### config.mk
export PLATFORM = sky130hd
export DESIGN_NAME = instr_encoder
export DESIGN_NICKNAME = d
export VERILOG_FILES = /design/src/rtl/instr_encoder.sv
export SDC_FILE = /design/constraint.sdc
export NUM_CORES = 1
export LEC_CHECK = 0
export CAP_MARGIN = 25
export CORE_MARGIN = 1.5
export CORE_UTILIZATION = 41
export DETAILED_ROUTE_END_ITERATION = 12
export GPL_ROUTABILITY_DRIVEN = 0
export MAX_ROUTING_LAYER = met4
export PLACE_DENSITY_LB_ADDON = 0.08
export SYNTH_ARGS = -nofsm -noshare
export SYNTH_HDL_FRONTEND = slang
export SYNTH_SLANG_ARGS = --single-unit
### constraint.sdc
create_clock -name clk -period 1.8 [get_ports clk]
set_input_delay 0.18 -clock clk [delete_from_list [all_inputs] [get_ports clk]]
set_output_delay 0.18 -clock clk [all_outputs]
set_load 0.02 [all_outputs]
### src/rtl/instr_encoder.sv
// RV32I field packer: encodes one field bundle per cycle into a 32-bit
// instruction word and streams it into the instruction memory write port.
module instr_encoder #(
    parameter int                ADDR_W    = 8,
    parameter int                DEPTH     = 256,
    parameter logic [ADDR_W-1:0] BASE_ADDR = '0
) (
    input  logic              clk,
    input  logic              rst_n,
    input  logic              clear,
    input  logic              in_valid,
    output logic              in_ready,
    input  logic              in_last,
    input  logic [2:0]        fmt,
    input  logic [6:0]        opcode,
    input  logic [4:0]        rd,
    input  logic [4:0]        rs1,
    input  logic [4:0]        rs2,
    input  logic [2:0]        funct3,
    input  logic [6:0]        funct7,
    input  logic [31:0]       imm,
    output logic              imem_we,
    output logic [ADDR_W-1:0] imem_addr,
    output logic [31:0]       imem_wdata,
    output logic [ADDR_W:0]   word_count,
    output logic              err,
    output logic              err_sticky,
    output logic              done
);

    typedef enum logic [2:0] {
        FMT_R = 3'd0,
        FMT_I = 3'd1,
        FMT_S = 3'd2,
        FMT_B = 3'd3,
        FMT_U = 3'd4,
        FMT_J = 3'd5
    } fmt_e;

    localparam logic [ADDR_W:0] DEPTH_W = (ADDR_W + 1)'(DEPTH);

    logic [ADDR_W-1:0] wr_addr;
    logic [31:0]       enc_word;
    logic              imm_ok;
    logic              accept;
    logic              fits_12;
    logic              fits_13_even;
    logic              fits_21_even;

    // An immediate fits N signed bits when every bit above N-2 matches the sign.
    assign fits_12      = (&imm[31:11]) || !(|imm[31:11]);
    assign fits_13_even = ((&imm[31:12]) || !(|imm[31:12])) && !imm[0];
    assign fits_21_even = ((&imm[31:20]) || !(|imm[31:20])) && !imm[0];

    assign in_ready = !done && !clear && (word_count < DEPTH_W);
    assign accept   = in_valid && in_ready;

    // NOTE: every output of a combinational block gets a default first so no
    // path leaves it unassigned and infers a latch.
    always_comb begin
        enc_word = '0;
        imm_ok   = 1'b0;
        case (fmt)
            FMT_R: begin
                enc_word = {funct7, rs2, rs1, funct3, rd, opcode};
                imm_ok   = 1'b1;
            end
            FMT_I: begin
                enc_word = {imm[11:0], rs1, funct3, rd, opcode};
                imm_ok   = fits_12;
            end
            FMT_S: begin
                enc_word = {imm[11:5], rs2, rs1, funct3, imm[4:0], opcode};
                imm_ok   = fits_12;
            end
            FMT_B: begin
                enc_word = {imm[12], imm[10:5], rs2, rs1, funct3,
                            imm[4:1], imm[11], opcode};
                imm_ok   = fits_13_even;
            end
            FMT_U: begin
                enc_word = {imm[31:12], rd, opcode};
                imm_ok   = (imm[11:0] == 12'd0);
            end
            FMT_J: begin
                enc_word = {imm[20], imm[10:1], imm[11], imm[19:12], rd, opcode};
                imm_ok   = fits_21_even;
            end
            default: begin
                enc_word = '0;
                imm_ok   = 1'b0;
            end
        endcase
    end

    // NOTE: sequential state uses non-blocking assignments so every register
    // samples pre-edge values regardless of statement order.
    always_ff @(posedge clk or negedge rst_n) begin
        if (!rst_n) begin
            wr_addr    <= BASE_ADDR;
            imem_we    <= 1'b0;
            imem_addr  <= '0;
            imem_wdata <= '0;
            word_count <= '0;
            err        <= 1'b0;
            err_sticky <= 1'b0;
            done       <= 1'b0;
        end else begin
            imem_we <= 1'b0;
            err     <= 1'b0;
            if (clear) begin
                wr_addr    <= BASE_ADDR;
                imem_addr  <= '0;
                imem_wdata <= '0;
                word_count <= '0;
                err_sticky <= 1'b0;
                done       <= 1'b0;
            end else if (accept) begin
                if (imm_ok) begin
                    imem_we    <= 1'b1;
                    imem_addr  <= wr_addr;
                    imem_wdata <= enc_word;
                    wr_addr    <= wr_addr + 1'b1;
                    word_count <= word_count + 1'b1;
                end else begin
                    err        <= 1'b1;
                    err_sticky <= 1'b1;
                end
                // done rises with the write so no further bundle slips in behind it.
                if (in_last || (imm_ok && (word_count == DEPTH_W - 1'b1)))
                    done <= 1'b1;
            end
        end
    end

endmodule

# --- After elaboration in Yosys (flattened, before gate mapping) ---
# Cells that the tools add are included.
op_classes:
  n_addsub: 2
  order_cmp: 1
  eq_ne: 7
  mux: 26
  n_reduce_logical: 31
op_table:
  columns: ["operator", "count"]
  rows:
  - ["$pmux W32 S6", 1]
  - ["$mux W32", 3]
  - ["$mux W8", 6]
  - ["$mux W9", 3]
  - ["$reduce_and A21 Y1", 1]
  - ["$reduce_or A21 Y1", 1]
  - ["$reduce_and A20 Y1", 1]
  - ["$reduce_or A20 Y1", 1]
  - ["$logic_not A12 Y1", 1]
  - ["$mux W1", 12]
  - ["$reduce_and A12 Y1", 1]
  - ["$reduce_or A12 Y1", 1]
  - ["$add A9 B1 Y9 const B", 1]
  - ["$eq A9 B8 Y1 const B", 1]
  - ["$lt A9 B9 Y1 const B", 1]
  - ["$add A8 B1 Y8 const B", 1]
  - ["$eq A3 B2 Y1 const B", 2]
  - ["$eq A3 B3 Y1 const B", 2]
  - ["$logic_and A1 B1 Y1", 6]
  - ["$logic_not A1 Y1", 6]
  - ["$reduce_and A2 Y1", 3]
  - ["$reduce_bool A2 Y1", 3]
  - ["$pmux W1 S5", 1]
  - ["$logic_or A1 B1 Y1", 4]
  - ["4 further kinds", 4]
word_totals:
  ff_bits: 61
  out_inout_bits: 54
  elab_cells: 75

# --- Depth between registers and ports, before layout ---
# Gate-level depths: netlist of run 1.
depth:
  depth_word: 10
  mapped_depth: 9
  mapped_depth_nobuf: 6

# --- Worst setup path after synthesis of run 1 ---
# OpenSTA, ideal clock, no wires.
synth_timing:
  path_kind: "register -> register"
  start: "register done"
  end: "register wr_addr[3]"
  arrival_time_ps: 1957
  required_ps: 1675
  slack_ps: -282
  path_stages_with_launch: 8
  path_buffers: 1
  synth_period_minus_slack_ps: 2082
  path_cell_list: "dfrtp_1 nor2_1 nand2_1 or3_1 o22a_1 buf_2 a21oi_1 mux2_2"
synth_between:
  elab_chain_cells: 6
synth_rtl:
  columns: ["element", "line", "rtl"]
  rows:
  - ["start: declaration", "28", "output logic done"]
  - ["start signal: assignment", "107", "done <= 1'b0;"]
  - ["start signal: assignment", "117", "done <= 1'b0;"]
  - ["start signal: assignment", "131", "done <= 1'b1;"]
  - ["$logic_not A1 Y1", "55", "assign in_ready = !done && !clear && (word_count < DEPTH_W);"]
  - ["$logic_and A1 B1 Y1 (2 in series)", "55", null]
  - ["$logic_and A1 B1 Y1", "56", "assign accept = in_valid && in_ready;"]
  - ["$reduce_bool A2 Y1 (no line)", null, null]
  - ["$reduce_and A2 Y1 (no line)", null, null]
  - ["end signal: assignment", "123", "wr_addr <= wr_addr + 1'b1;"]
  - ["end: declaration", "42", "logic [ADDR_W-1:0] wr_addr;"]
# No other way between the ends.
# A chain may end at the register's enable or synchronous reset.

# --- Worst setup path after layout of run 1 ---
layout_timing:
  start: "register word_count[8]"
  end: "register imem_wdata[18]"
layout_between:
  elab_chain_cells: 5
layout_rtl:
  columns: ["element", "line", "rtl"]
  rows:
  - ["start: declaration", "25", "output logic [ADDR_W:0] word_count,"]
  - ["start signal: assignment", "124", "word_count <= word_count + 1'b1;"]
  - ["$lt A9 B9 Y1", "55", null]
  - ["$logic_and A1 B1 Y1", "55", null]
  - ["$logic_and A1 B1 Y1", "56", null]
  - ["$reduce_bool A2 Y1 (no line)", null, null]
  - ["$reduce_and A2 Y1 (no line)", null, null]
  - ["end signal: assignment", "122", "imem_wdata <= enc_word;"]
  - ["end: declaration", "24", "output logic [31:0] imem_wdata,"]
# No other way between the ends.

==> results of run 1 <==
[worst min path at each step]
stage / to / depth (start not counted)
after floorplan: done / 0
after global placement: imem_wdata[13] / 1
after detailed placement: imem_wdata[14] / 1
after CTS: imem_wdata[13] / 3
after global routing: imem_wdata[14] / 3
final: imem_wdata[14] / 3
[routing by layer]
layer	vias up	routed length, µm	track usage, %
li1	1849	-	-
met1	1962	5510	36.8
met2	182	6430	45.7
met3	19	698	3.67
met4	0	175	8.70
met5	-	0	-
[registers in the layout, indices dropped and copies added, names as in the netlist]
register    cells
done            1
word_count      9
imem_wdata     32
imem_we         1
wr_addr         8
err             1
imem_addr       8
err_sticky      1
[worst max-delay path: stages (launching register included)]
cell and delay [ns]:
dfrtp_2 0.42, nor2_4 0.12, nand2_2 0.06, or3_4 0.34, buf_6 0.13, o22ai_4 0.18, buf_12 0.17, buf_12 0.14
nor3_1 0.06, a211oi_2 0.22
[cell type report]
type / instances / share of cell area (%)
clock inverters: 6 / 1.37
clock buffers: 10 / 2.19
inverters: 5 / 0.298
well taps: 105 / 2.09
flip-flops and latches: 61 / 24.3
repair buffers: 215 / 34.0
multi-input cells: 285 / 35.8
[cells in the final DEF (no fill, tap or decap), drive strengths merged, types with 14 or more instances in the layout]
cell / count
a211oi: 20
a21oi: 42
a22oi: 24
buf: 103
clkbuf: 17
clkdlybuf4s50: 92
dfrtp: 61
mux2: 14
nand3: 28
nor2: 25
nor3: 35
o21ai: 22
[stage by stage]
step                total power [mW]  hold slack, ns  instances  util (%)  TNS, ns
floorplan                       1.69          -0.116        383         -    -3.57
CTS                             3.52           0.276        683      73.7    -2.60
global placement                2.10           0.309        655      66.2   -35.26
detailed placement              2.11           0.309        655      66.2   -38.49
global route                    3.65           0.257        687      76.2    -6.91
finish                          3.55           0.253        687      76.2    -3.29
[repair_timing]
item | CTS | global route
buffers inserted | 7 | 2
cloned | 4 | 3
hold buffers | 1 | 0
setup endpoints to repair | 62 | 58
resized for setup | 136 | 67
hold endpoints to repair | 30 | 0
pin swaps | 29 | 29
[cell families (layout without fill, tap and decap cells)]
group | count (synthesis) | count (layout) | synth area share [%]
XOR/XNOR | 1 | 1 | 0.249
buffers and inverters | 37 | 236 | 4.59
adder cells (fa/ha/maj) | 3 | 3 | 1.07
flip-flops | 61 | 61 | 43.4
multiplexers | 22 | 22 | 6.76
AND/OR/NAND/NOR | 129 | 129 | 19.4
AO/OA/AOI/OAI | 130 | 130 | 24.5
[power groups by stage]
| stage | Sequential [mW] | Combinational [mW] | Clock (mW) |
|---|---|---|---|
| after floorplan | 1.47 | 0.213 | 0 |
| after global placement | 1.44 | 0.659 | 0 |
| after detailed placement | 1.44 | 0.669 | 0 |
| after CTS | 1.42 | 0.708 | 1.39 |
| after global routing | 1.42 | 0.801 | 1.43 |
| final | 1.42 | 0.752 | 1.38 |
==> impl_summary.md, run 1 <==
Setup path
In this run the worst path has a maximum fanout of 12. The reg-to-reg critical path startpoint is word_count[8]. The number of cells on the worst reg-to-reg path is 9.

The kind of start point of the critical path is a register. For the worst setup path, the data arrival time is between 2 and 2.5 ns. The destination of the worst register-to-register timing path is imem_wdata[18]. STA classifies the critical path endpoint as a register.

The termination of the worst setup path is imem_wdata[18]. For the worst setup path, the data required time is 2.05 ns. The critical path start-end classification is register to register. The critical path starts at word_count[8]. The worst setup slack for register-to-register paths is -0.13 ns.

STA
The count of pins over their slew limit is 0. The worst pin sits at a relative slew slack of roughly 46%. Derived from the worst setup path, the maximum achievable clock frequency is ~520 MHz. For the finished layout, the period the worst path requires is approximately 1.9 ns.

The count of final setup violators is 50. Setup repair after global routing could not meet its margin everywhere. In the post-route analysis, the smallest setup slack over all paths is -0.127 ns. Between clock sinks in the finished design, the worst skew comes to roughly 0.008 ns. The total count of hold-check failures in the final report is 0. The post-route fraction of the period consumed by the critical path is 107%. The slew at the pin closest to its max-slew limit is a little over 0.8 ns.

Synth
The synthesized design devotes to its leading area cell type between 40% and 50% of total area. The most frequent cell after synthesis is dfrtp_1. In this run, synthesis inferred 0 flip-flops with an integrated enable. The largest total area in the synthesized netlist belongs to dfrtp_1. Among all flip-flop cells after synthesis, the most frequent one is dfrtp_1. The share of the yosys chip area belonging to registers is a little over two fifths. The number of warnings printed during yosys synthesis is 0. The distinct cell type count of the synthesized netlist is 45. The synthesized instance count is 383. By area the synthesized netlist is led by dfrtp_1 (43%), a21oi_1 (6.0%), a22oi_1 (5.1%). In this run, synthesis produced a sequential element count of between 60 and 70. After synthesis, the share of flip-flops with an asynchronous set or reset is 100%.

The total nets after synthesis is 458. Sorting the synthesized cells by how often they occur yields dfrtp_1 (61), a21oi_1 (42), nor3_1 (34), nand3_1 (28), nor2_1 (25). A synthesized cell averages between 9 and 10 µm².

The area of the mapped netlist is approximately 3500 µm².

Place
The number of port buffers is roughly 130. Timing analysis after detailed placement gives a worst setup slack of -0.766 ns. The cell area after placement is between 5000 and 6000 µm².

Detailed placement ended at an HPWL of 8260 µm.

Layout
The fraction of layout instances using a drive strength above 1 is 35.1%. The number of fillers in the final layout is slightly below 600. The area of the multi-input gates is about 2300 µm². The relative area change from synthesis to final layout is 78.9%.

Once layout is done, the placed cells without fillers occupy around 6300 µm². The combined flip-flop and latch cell area is 1530 µm². The antenna diode instance count is 0.

The layout net count is ~650.

Floorplan
The top-level I/O count is 126. Row generation in the floorplan step produced 33 rows. In this run the horizontal extent of the chip is between 90 and 100 µm.

The initial core utilization is around 43%. In this run the vertical extent of the chip is between 90 and 100 µm. The area of the core region is around 8300 µm². The die covers 9140 µm².

Clock tree
TritonCTS built the clock tree. The clock input transition at the sequential cells of the worst setup and hold paths is ~0.070 ns. Clock tree synthesis inserted a total of 9 buffers. The cell chosen for the clock root is clkbuf_8. The clock sink count is just over 60. The clock tree synthesis step divided the H-tree into 3 levels. The longest clock path from root to sink contains 2 buffers. Clock latency on the worst-skew pair, taken at its later pin, is roughly 0.34 ns.

Power and ir drop
The internal power of the cells totals 2.60 mW. The total power divided by cell area is around 560 nW/µm². The combinational power share is a little over a fifth. The clock group share of total power is 38.9%. The maximum VDD drop is a little over 0.4 mV. The analysis attributes to net switching a power of around 0.95 mW.

Sequential cells burn around 40% of the power. The switching fraction of total power is 26.7%. Summed over all cells, the static leakage comes to ~2.6 nW.

GRT
The via count of the first global-routing pass was approximately 3.9k. The number of antenna violations at the first check in global routing is 0. The remaining global-route overflow is 0. The global-route wire length before repair is approximately 19000 µm. Across every metal layer, demand over resource in global routing totals around 28%.

The largest net degree at the start of global routing is 74.

Route
After detailed routing, the average wire length per cell comes to 18.6 µm. The routed via count divided by cell count is 5.84. Detailed routing inserted a total of around 4k vias. The detailed-routing iteration count for the pre-antenna-repair pass is 5. The total DRC errors in the routed layout is 0.

The overall routed net length is between 10000 and 15000 µm. The DRC marker count from the first detailed-route iteration is between 150 and 200. The number of antenna-violating nets in the routed design is 0.

Job
The tool flagged a number of max-cap violations equal to 0.

Status
The final reports fail on setup timing. The flow ran to the end, but the final reports show violations.

Worst hold path
In this run the worst hold path is classified as primary input to register. The startpoint of the worst hold path is imm[14].
Note: power is estimated with default switching activity, not from simulation.
==> run 2: changes to the inputs <==
Settings changed: SETUP_SLACK_MARGIN set to 0.2, SLEW_MARGIN set to 10.
==> impl_summary.md, run 2 (synthesis results as in run 1) <==
Setup path
For the worst flop-to-flop path, the logic depth is 7. The worst setup slack for register-to-register paths is -0.09 ns. The critical path start-end classification is register to register. The slowest library cell on the worst path is dfrtp_2. The largest fanout on the critical path is 5.

STA puts the critical path data arrival time at around 2.1 ns. The destination of the worst register-to-register timing path is wr_addr[3]. Traced cell by cell, the critical path runs through nor2_4 > nand2_2 > or3_4 > o22a_1 > buf_6 > a21oi_4 > mux2_4. In this run the worst setup path begins at done. The required arrival time at the worst endpoint is between 2 and 2.5 ns. The highest cell delay on the worst timing path is about 0.42 ns. The reg-to-reg critical path startpoint is done. The kind of start point of the critical path is a register. The type of destination of the critical path is a register. The critical path ends at wr_addr[3].

Place
Before CTS, the worst setup slack after placement is -0.795 ns. Detailed placement finished with a half-perimeter wire length of approximately 8600 µm. The number of port buffers is 125.

Clock tree
After clock tree synthesis, the clock-pin slew on the worst setup and hold paths is around 0.080 ns. TritonCTS built the clock tree. The total clock buffers created by CTS is 9. The longest clock path from root to sink contains 2 buffers. The clock sink count is just over 60. In this run the number of H-tree levels came out at 3. The clock latency reported for the late side of the worst-skew pair is ~0.34 ns. The cell chosen for the clock root is clkbuf_8.

STA
The setup skew after layout is approximately 0.01 ns. The post-route fraction of the period consumed by the critical path is 105%. The worst pin sits at a relative slew slack of between 40% and 50%. The total count of hold-check failures in the final report is 0. For this run, the top clock speed supported by timing is 530 MHz. For the finished layout, the period the worst path requires is roughly 1.9 ns. After layout, the worst setup slack is -0.0882 ns. The count of final setup violators is 33. The count of pins over their slew limit is 0. Setup repair after global routing could not meet its margin everywhere. The slew at the pin closest to its max-slew limit is 0.786 ns.

GRT
Entering global routing, the biggest net connects 74 pins. The number of antenna violations at the first check in global routing is 0. Global routing consumed, over all layers together, 28.4% of the routing resources. The first global-routing pass estimated ~19000 µm of wire.

The remaining global-route overflow is 0. The via count of the first global-routing pass was roughly 3.8k.

Route
In this run, the number of DRC markers left after iteration 0 of detailed routing was 190. The number of antenna-violating nets in the routed design is 0. Summed over all layers, the routed wires come to between 10000 and 15000 µm. The first detailed-routing pass took 4 iterations. After detailed routing, the number of remaining DRC violations is 0. The post-detailed-route wirelength per cell is between 15 and 20 µm. In the routed layout, each cell is associated on average with a via count of 5.75. The total number of vias is 3960.

Job
Across the run, the number of max-cap violations was 0.

Layout
The library cell used most frequently in the layout, excluding fill and tap cells, is clkdlybuf4s50_1. The repair_antennas step left the layout with diodes totalling 0. The top cell types in the final layout, fill and taps aside, are clkdlybuf4s50_1 (84), buf_4 (73), dfrtp_1 (56), nor3_1 (28), a21oi_1 (26).

The largest registers in the layout are imem_wdata x32, word_count x9. The relative area change from synthesis to final layout is 76.3%. The flip-flop count of the largest register after layout is 32. Of the cells placed in the final design, the portion with a size suffix greater than 1 is between 30% and 40%. The register name with the most flops is imem_wdata. In the final design database the tool counted around 650 nets.

The utilization after layout is 75.1%.

Status
The run finished, with violations left. The checks that failed: setup timing.

Floorplan
The cell row count is 33. In this run the vertical extent of the chip is ~96 µm. From left edge to right edge, the die measures ~96 µm. The total area inside the core boundary comes to roughly 8300 µm². The initial utilization of the core area, before any placement, comes to a little over two fifths. The die covers 9140 µm². During I/O placement, the number of pins put on the boundary was around 130.

Worst hold path
The tightest min-delay check is of the primary input to register type. The worst hold path was traced through 3 stages.

Power and ir drop
The leakage power of the design is ~2.6 nW. The maximum VDD drop is ~0.45 mV. In this run the power density over the cells is ~570 nW/µm².
[run 2: cell count changes in the layout (fill, tap and decap cells not counted), sizes merged, moves of 2 or more]
cell	previous run	this run
clkdlybuf4s50	92	84
dlymetal6s2s	2	9
dlygate4sd2	9	11
clkdlybuf4s15	0	6
clkbuf	17	13
[run 2: what timing repair did]
item | CTS | global route
pin swaps | 37 | 17
endpoints found under the setup margin | 67 | 65
buffers inserted | 11 | 2
gates resized for setup | 133 | 37
hold buffers | 1 | 0
hold endpoints to repair | 61 | 0
cloned | 0 | 1
[run 2: how the worst min path moves through the flow]
stage / from / endpoint / slack (ns)
6_report: imm[13] / imem_wdata[13] / 0.30
5_1_grt: imm[13] / imem_wdata[13] / 0.30
4_1_cts: imm[13] / imem_wdata[13] / 0.37
3_5_place_dp: rst_n / imem_wdata[23] / 0.21
3_3_place_gp: rst_n / imem_wdata[23] / 0.21
2_1_floorplan: rst_n / done / -0.12
[run 2: through the flow]
stage | hold WS [ns] | TNS [ns] | instance area (µm²) | std cells | power (mW)
4_1_cts | 0.365 | -1.42 | 6070 | 686 | 3.52
6_report | 0.298 | -1.19 | 6200 | 689 | 3.50
2_1_floorplan | -0.116 | -3.57 | 3600 | 383 | 1.69
3_3_place_gp | 0.207 | -38.17 | 5460 | 658 | 2.10
3_5_place_dp | 0.210 | -39.88 | 5460 | 658 | 2.10
5_1_grt | 0.297 | -3.16 | 6200 | 689 | 3.63
[run 2: area by class of cell]
type	instances	area, µm²
Multi-Input combinational cell	285	2260
Clock buffer	9	124
Timing Repair Buffer	217	2040
Inverter	5	18.8
Clock inverter	7	97.6
Fill cell	596	2060
Sequential cell	61	1530
Tap cell	105	131
[run 2: report_power, final]
part           internal [mW]  total [mW]  switching (mW)
sequential              1.40        1.42          0.0198
clock                  0.784        1.37           0.591
combinational          0.362       0.713           0.350
total                   2.54        3.50           0.961
[run 2: worst max-delay path, delay by kind of cell (launching register included)]
kind / cells / cell delay [ns]
AND/OR/NAND/NOR: 3 / 0.54
multiplexers: 1 / 0.32
flip-flops: 1 / 0.42
buffers and inverters: 1 / 0.16
AO/OA/AOI/OAI: 2 / 0.34
[run 2: per-layer routing]
layer	track usage [%]	routed length (µm)	vias to the layer above
li1	-	-	1844
met1	36.5	5310	1957
met2	46.1	6400	135
met3	3.75	566	24
met4	9.80	285	0
met5	-	0	-
